**config.mk**
```make
export PLATFORM = sky130hd
export DESIGN_NAME = store_write_buffer
export DESIGN_NICKNAME = d
export VERILOG_FILES = /design/src/rtl/store_write_buffer.sv
export SDC_FILE = /design/constraint.sdc
export NUM_CORES = 1
export LEC_CHECK = 0
export BUFFER_PORTS_ARGS = -buffer_cell sky130_fd_sc_hd__buf_2
export CORE_MARGIN = 2
export CORE_UTILIZATION = 57
export CTS_CLUSTER_DIAMETER = 150
export DETAILED_ROUTE_END_ITERATION = 7
export PLACE_DENSITY_LB_ADDON = 0.3
export SLEW_MARGIN = 20
export SYNTH_ARGS = -nofsm -noshare
export SYNTH_HDL_FRONTEND = slang
export SYNTH_SLANG_ARGS = --single-unit
```
**constraint.sdc**
```tcl
create_clock -name clk -period 5.4 [get_ports clk]
set_input_delay 1.62 -clock clk [delete_from_list [all_inputs] [get_ports clk]]
set_output_delay 1.62 -clock clk [all_outputs]
set_load 0.005 [all_outputs]
```
**src/rtl/store_write_buffer.sv**
```systemverilog
// Store write buffer: aligns Execute stores into byte lanes and queues them
// for data memory in FIFO order, with load-overlap hazard detection.
module store_write_buffer #(
   parameter int DEPTH = 4
) (
   input  logic                   clk,
   input  logic                   rst,
   input  logic                   st_valid,
   input  logic [31:0]            st_addr,
   input  logic [31:0]            st_data,
   input  logic [1:0]             st_sel,
   output logic                   st_ready,
   output logic                   mem_req_valid,
   output logic [31:0]            mem_addr,
   output logic [31:0]            mem_wdata,
   output logic [3:0]             mem_we,
   input  logic                   mem_req_ready,
   input  logic [31:0]            ld_addr,
   output logic                   ld_hazard,
   output logic                   misalign,
   output logic [$clog2(DEPTH):0] count
);

   localparam int AW = $clog2(DEPTH);
   localparam int CW = AW + 1;

   logic [29:0]   addr_q [DEPTH];
   logic [31:0]   data_q [DEPTH];
   logic [3:0]    we_q   [DEPTH];

   logic [AW-1:0] wr_ptr;
   logic [AW-1:0] rd_ptr;
   logic [CW-1:0] cnt_q;
   logic          misalign_q;

   logic          accept;
   logic          legal;
   logic          enq;
   logic          deq;
   logic [31:0]   al_data;
   logic [3:0]    al_we;
   logic [AW-1:0] off;
   logic          hit;
   logic          unused_ld;

   assign unused_ld = ^ld_addr[1:0];

   always_comb begin
      al_data = st_data;
      al_we   = 4'b0000;
      legal   = 1'b0;
      unique case (st_sel)
         2'b00: begin
            al_data = {4{st_data[7:0]}};
            al_we   = 4'b0001 << st_addr[1:0];
            legal   = 1'b1;
         end
         2'b01: begin
            al_data = {2{st_data[15:0]}};
            al_we   = st_addr[1] ? 4'b1100 : 4'b0011;
            legal   = !st_addr[0];
         end
         2'b10: begin
            al_data = st_data;
            al_we   = 4'b1111;
            legal   = (st_addr[1:0] == 2'b00);
         end
         default: begin
            legal   = 1'b0;
         end
      endcase
   end

   assign st_ready = (cnt_q < CW'(DEPTH)) && !rst;
   assign accept   = st_valid && st_ready;
   assign enq      = accept && legal;
   assign deq      = mem_req_valid && mem_req_ready;

   assign mem_req_valid = (cnt_q != '0);
   assign mem_addr      = {addr_q[rd_ptr], 2'b00};
   assign mem_wdata     = data_q[rd_ptr];
   assign mem_we        = mem_req_valid ? we_q[rd_ptr] : 4'b0000;
   assign misalign      = misalign_q;
   assign count         = cnt_q;

   // An entry is occupied when its distance from the head is below count.
   always_comb begin
      hit = enq && (st_addr[31:2] == ld_addr[31:2]);
      off = '0;
      for (int i = 0; i < DEPTH; i++) begin
         off = AW'(i) - rd_ptr;
         if (({1'b0, off} < cnt_q) && (addr_q[i] == ld_addr[31:2]))
            hit = 1'b1;
      end
   end

   assign ld_hazard = hit;

   always_ff @(posedge clk) begin
      if (enq) begin
         addr_q[wr_ptr] <= st_addr[31:2];
         data_q[wr_ptr] <= al_data;
         we_q[wr_ptr]   <= al_we;
      end
   end

   always_ff @(posedge clk) begin
      if (rst) begin
         wr_ptr     <= '0;
         rd_ptr     <= '0;
         cnt_q      <= '0;
         misalign_q <= 1'b0;
      end else begin
         if (enq) wr_ptr <= wr_ptr + 1'b1;
         if (deq) rd_ptr <= rd_ptr + 1'b1;
         case ({enq, deq})
            2'b10:   cnt_q <= cnt_q + 1'b1;
            2'b01:   cnt_q <= cnt_q - 1'b1;
            default: cnt_q <= cnt_q;
         endcase
         misalign_q <= accept && !legal;
      end
   end

endmodule

```
==> results_dict.tcl, run 1 <==
set metrics [dict create \
    min_path_type "flop to flop" \
    slowest_delay_ns 0.66 \
    crit_chain "buf_2 > xor2_1 > nor4_1 > nand4_1 > nor3_1 > a21oi_1 > nand4_1 > buf_2" \
    setup_violations 0 \
    p_sw_share_pct 24.02 \
    postRouteAntennaNets 0 \
    ys_async_sr_fraction_pct 0 \
    cts_setup_buffers 0 \
    netlist_instances 718 \
    syn_area_per_cell_sq_um 17.31 \
    ys_seq_area_share_pct 65.39 \
    cts_tree "yes" \
    slew_headroom_pct 38.16 \
    wl_met1_mm 11.09 \
    synth-edff-count 264 \
    io_pins 177 \
    dieArea_sq_um 23000 \
    fill_cells 1504 \
    intPower_mw 3.956 \
    worstSetupPathType "input pin to output pin" \
    post-dp-hpwl_mm 20.11 \
    clockBufferDepth 3 \
    critPathArrivalTime_ns 3.32 \
    dr_wl_met2_mm 14.47 \
    hold_buffers 0 \
    die_y_um 151.7 \
    total_leakage_power_nw 4.943 \
    portBuffers 172 \
    start_util_pct 57.49 \
    clock_latency_ns 0.54 \
    max_freq_ghz 0.2023 \
    grt_max_degree 50 \
    htree_levels 1 \
    synth_seq_cells 274 \
    cts-buffers-inserted 28 \
    setup_tns_ns 0 \
    clockPowerShare_pct 36.8 \
    grt_pass1_wl_mm 42.75 \
    clk_pin_slew_ns 0.06 \
    critPathLaunchType "input pin" \
    fin_nets 991 \
    switching_power_mw 1.251 \
    grt_antenna_before_repair 11 \
    vias_per_cell 5.902 \
    final_max_slew_viol_count 0 \
    yosys_warnings 0 \
    finalHoldViolCount 0 \
    fin_crit_ns 4.942 \
    drive_gt1_share_pct 35.29 \
    route.detailed.drc 0 \
    dr.pass1.iters 5 \
    outcome "complete, no violations" \
    cp_max_fo 5 \
    grt_usage_pct 25.56 \
    finalCritPeriodShare_pct 91.52 \
    seqPwrFrac_pct 47.2 \
    tightest_slew_ns 0.9276 \
    grt_overflow 0 \
    fin_skew_ns 0.01946 \
    cp-end-kind "output pin" \
    cts-root-buf "clkbuf_16" \
    ys.flop_type "edfxtp_1" \
    powerDensity_nw_per_um2 361.8 \
    drt-initial-drc-count 519 \
    core_area_sq_um 21620 \
    comb_power_share_pct 16.0 \
    slowest_stage "nor4_1" \
    synth_area_sq_um 12430 \
    dr_wl_met3_mm 2.525 \
    fp.dieW_um 151.7 \
    ctsResizeCount 0 \
    drt_wl_total_mm 28.94 \
    grt_setup_unrepaired "false" \
    final_core_util_pct 66.56 \
    required_ns 3.78 \
    vias 7011 \
    gp_congestion 0.9279 \
    area_growth_pct 15.77 \
    first_global_vias 7274 \
    maxCapViolCount 0 \
    routed.top_layer "met5" \
    clock_sinks 274 \
    ys_types 35 \
    num_rows 54 \
    ir_drop_uv 262.6 \
    wire_per_inst_um 24.36 \
]
==> layout make-up <==
| class | instances | area, sq um | area share (%) |
|---|---|---|---|
| timing repair buffer | 183 | 968.4 | 6.730 |
| multi-input combinational | 381 | 3959 | 27.51 |
| clock buffer | 38 | 779.5 | 5.417 |
| tap | 280 | 350.3 | 2.435 |
| sequential | 274 | 8133 | 56.52 |
| clock inverter | 14 | 141.4 | 0.9825 |
| antenna | 7 | 17.52 | 0.1217 |
| inverter | 11 | 41.29 | 0.2869 |
==> flip-flops by register name, indices dropped and copies added (netlist names), named ones only <==
| signal | cells |
|---|---|
| data_q | 128 |
| wr_ptr | 2 |
| rd_ptr | 2 |
| misalign | 1 |
| count | 3 |
| we_q | 16 |
| addr_q | 120 |
==> cells in the mapped netlist, types with 2 or more instances <==
| library cell | n | share of area, % |
|---|---|---|
| inv_1 | 9 | 0.27 |
| clkbuf_1 | 17 | 0.51 |
| buf_4 | 6 | 0.36 |
| dfxtp_1 | 10 | 1.6 |
| nor2_2 | 2 | 0.10 |
| inv_2 | 2 | 0.060 |
| mux2_2 | 16 | 1.4 |
| nor2_1 | 15 | 0.45 |
| nand4_1 | 17 | 0.86 |
| mux2i_1 | 10 | 0.81 |
| buf_6 | 9 | 0.82 |
| edfxtp_1 | 264 | 64 |
| xor2_1 | 109 | 7.7 |
| nor3_1 | 5 | 0.20 |
| nand3_1 | 4 | 0.16 |
| a21oi_1 | 14 | 0.56 |
| xnor2_1 | 47 | 3.3 |
| buf_1 | 4 | 0.12 |
| nand2_1 | 10 | 0.30 |
| and2_1 | 9 | 0.45 |
| mux4_2 | 66 | 12 |
| nor4_1 | 26 | 1.3 |
| ha_1 | 9 | 0.91 |
| buf_2 | 17 | 0.68 |
| o21ai_0 | 11 | 0.44 |
==> logic make-up after synthesis <==
family	Yosys count	synth area share, %
other	1	0.03017
adder cells (fa/ha/maj)	10	1.067
multiplexers	92	14.21
AND/OR/NAND/NOR	94	4.339
buffers and inverters	64	2.829
AO/OA/AOI/OAI	27	1.138
XOR/XNOR	156	10.99
flip-flops	274	65.39
==> power groups by stage <==
stage | sequential (mW) | clock (mW) | combinational, mW
detailed placement | 2.51 | 0 | 0.832
global placement | 2.50 | 0 | 0.819
global route | 2.47 | 2.02 | 0.905
floorplan | 2.44 | 0 | 0.583
finish | 2.46 | 1.92 | 0.832
CTS | 2.46 | 1.94 | 0.841
==> stage by stage <==
step                      hold WS, ns  cells  area (sq um)  setup slack [ns]  power [mW]
after floorplan                0.5039    719         12430             1.053       3.026
after global placement         0.4966   1129         13450            0.5174       3.322
after detailed placement       0.5427   1129         13450            0.4768       3.340
after CTS                      0.5568   1181         14370            0.4820       5.243
after global routing           0.6201   1185         14380            0.2659       5.400
final                          0.5638   1188         14390            0.4579       5.207
==> critical path: cells and delay by family <==
family                    cells  cell delay, ns
and+or+nand+nor               4            1.18
buffers and inverters         2            0.28
xor gates and xnor gates      1            0.17
AOI/OAI and AO/OA             1            0.06
==> placed cells by master (no fill, tap or decap), types with 2 or more instances in the layout <==
cell type,n
edfxtp_1,264
nor3_1,5
o21ai_0,11
clkbuf_1,7
buf_2,172
nor4_1,26
buf_12,2
ha_1,9
xor2_1,109
dfxtp_1,8
nor2_2,2
and2_1,5
bufinv_16,3
mux2_2,16
inv_2,2
nand2_1,10
nand3_1,4
and2_2,4
clkinv_2,4
nor2_1,15
xnor2_1,47
mux4_2,66
clkbuf_16,29
buf_4,9
nand4_1,17
a21oi_1,14
inv_1,9
clkbuf_8,2
mux2i_1,10
clkinv_1,6
diode_2,7
conb_1,2
==> layer usage <==
metal  up-vias  track usage (%)
li1       3087                -
met1      3545            33.23
met2       303            42.23
met3        64            6.677
met4        12            8.843
met5         -                0
==> final timing paths <==
path,from,endpoint,slack [ns],depth (start not counted)
setup / recovery,ld_addr[26],ld_hazard,0.46,8
hold / removal,count[1],count[1],0.56,2
setup reg to reg,count[2],data_q[3][17],3.01,5
hold reg to reg,count[1],count[1],0.56,2
Power figures use the tool's default switching activity.
==> run 2: changes to the inputs <==
CORE_UTILIZATION = 59   (was 57)
CTS_BUF_LIST = sky130_fd_sc_hd__clkbuf_4   (was unset)
==> run 2 against run 1 <==
Clock skew up 0.0031 ns. Sequential power about the same. Count of clock-buffer cells in the layout up 69. Total power down 2.5%. Core utilization up 2.5 points. Clock power down 7%. Critical path type unchanged. Critical endpoint unchanged. Largest cell class unchanged. Largest power group unchanged.
==> results_dict.tcl, run 2 (same netlist as run 1, synthesis figures left out) <==
set metrics [dict create \
    outcome "complete, no violations" \
    fin_nets 1033 \
    cp-startpoint "ld_addr[20]" \
    final_common_cell "edfxtp_1" \
    clockBufferDepth 3 \
    critPathArrivalTime_ns 3.42 \
    die_y_um 149.1 \
    maxCapViolCount 0 \
    setup_tns_ns 0 \
    io_pins 177 \
    required_ns 3.78 \
    start_util_pct 59.69 \
    drive_gt1_share_pct 40.31 \
    place_ws_ns 0.3721 \
    max_freq_ghz 0.1985 \
    core_area_sq_um 20820 \
    tightest_slew_ns 1.039 \
    min_path_type "flop to flop" \
    grt_usage_pct 27.25 \
    cts_setup_buffers 0 \
    clock_latency_ns 0.67 \
    fin_skew_ns 0.02259 \
    cts-buffers-inserted 72 \
    ctsResizeCount 0 \
    cts_tree "yes" \
    design_area_sq_um 14390 \
    area_growth_pct 15.73 \
    route.detailed.drc 0 \
    dieArea_sq_um 22240 \
    reg2reg_slack_ns 3.04 \
    grt_overflow 0 \
    grt_pass1_wl_mm 44.13 \
    finalCritPeriodShare_pct 93.31 \
    setup_ws_ns 0.3610 \
    dpl-instance-area_sq_um 13470 \
    powerDensity_nw_per_um2 352.9 \
    worstSetupPathType "input pin to output pin" \
    holdWs_ns 0.5476 \
    postRouteAntennaNets 0 \
    layout_common_cells "264 x edfxtp_1, 172 x buf_2, 109 x xor2_1" \
    largest_reg_flops 128 \
    post-dp-hpwl_mm 20.19 \
    num_rows 53 \
    fin_crit_ns 5.039 \
    setup_violations 0 \
    finalHoldViolCount 0 \
    hold_buffers 0 \
    gp_congestion 0.8925 \
    cp-end-kind "output pin" \
    grt_antenna_before_repair 3 \
    grt_max_degree 53 \
    final_cells 1249 \
    cp_max_fo 5 \
    hp-start "count[1]" \
    grt_setup_unrepaired "false" \
    r2r-start "count[2]" \
    wire_per_inst_um 23.61 \
    htree_levels 3 \
    ir_drop_uv 246.9 \
    vias 7317 \
    clock_sinks 274 \
    largest-register "data_q" \
    power_mw 5.076 \
    dr.pass1.iters 4 \
    portBuffers 172 \
    first_global_vias 7882 \
    place_inst 1122 \
    fp.dieW_um 149.1 \
    top_regs "data_q x128, addr_q x120, we_q x16" \
    clk_pin_slew_ns 0.06 \
    final_max_slew_viol_count 0 \
    drt_wl_total_mm 29.49 \
    total_leakage_power_nw 5.026 \
    cts-root-buf "clkbuf_4" \
    final_core_util_pct 69.08 \
    vias_per_cell 5.858 \
    critPathLaunchType "input pin" \
    slew_headroom_pct 30.70 \
    drt-initial-drc-count 500 \
]
## run 2: power breakdown
group          internal [mW]  leakage [nW]  switching, mW  total [mW]
sequential              2.38          2.47         0.0893        2.47
clock                  0.953         0.538          0.825        1.78
combinational          0.433          2.02          0.396       0.829
## run 2: layout make-up
cell class              instances  area (sq um)
clock inverters                16         103.9
well taps                     275         344.1
flip-flops and latches        274          8133
repair buffers                181         991.0
fillers                      1413          6437
diodes                          4         10.01
clock buffers                 107         803.3
multi-input cells             381          3959
inverters                      11         41.29
## run 2: path summary, 6_finish.rpt
check,endpoint,depth (start not counted)
worst min register to register,count[1],2
worst max-delay path,ld_hazard,8
worst max register to register,count[2],9
worst min-delay path,count[1],2
## run 2: critical path, stage by stage
cell	delay, ns
buf_2	0.14
xor2_1	0.15
nor4_1	0.46
nand4_1	0.15
nor4_1	0.39
nand4_1	0.20
nand4_1	0.18
buf_2	0.13
## run 2: per-layer routing
layer	GRT usage (%)	share of wire [%]
met1	32.61	36
met2	45.94	51
met3	7.768	9.2
met4	12.95	4.2
met5	0	0.041
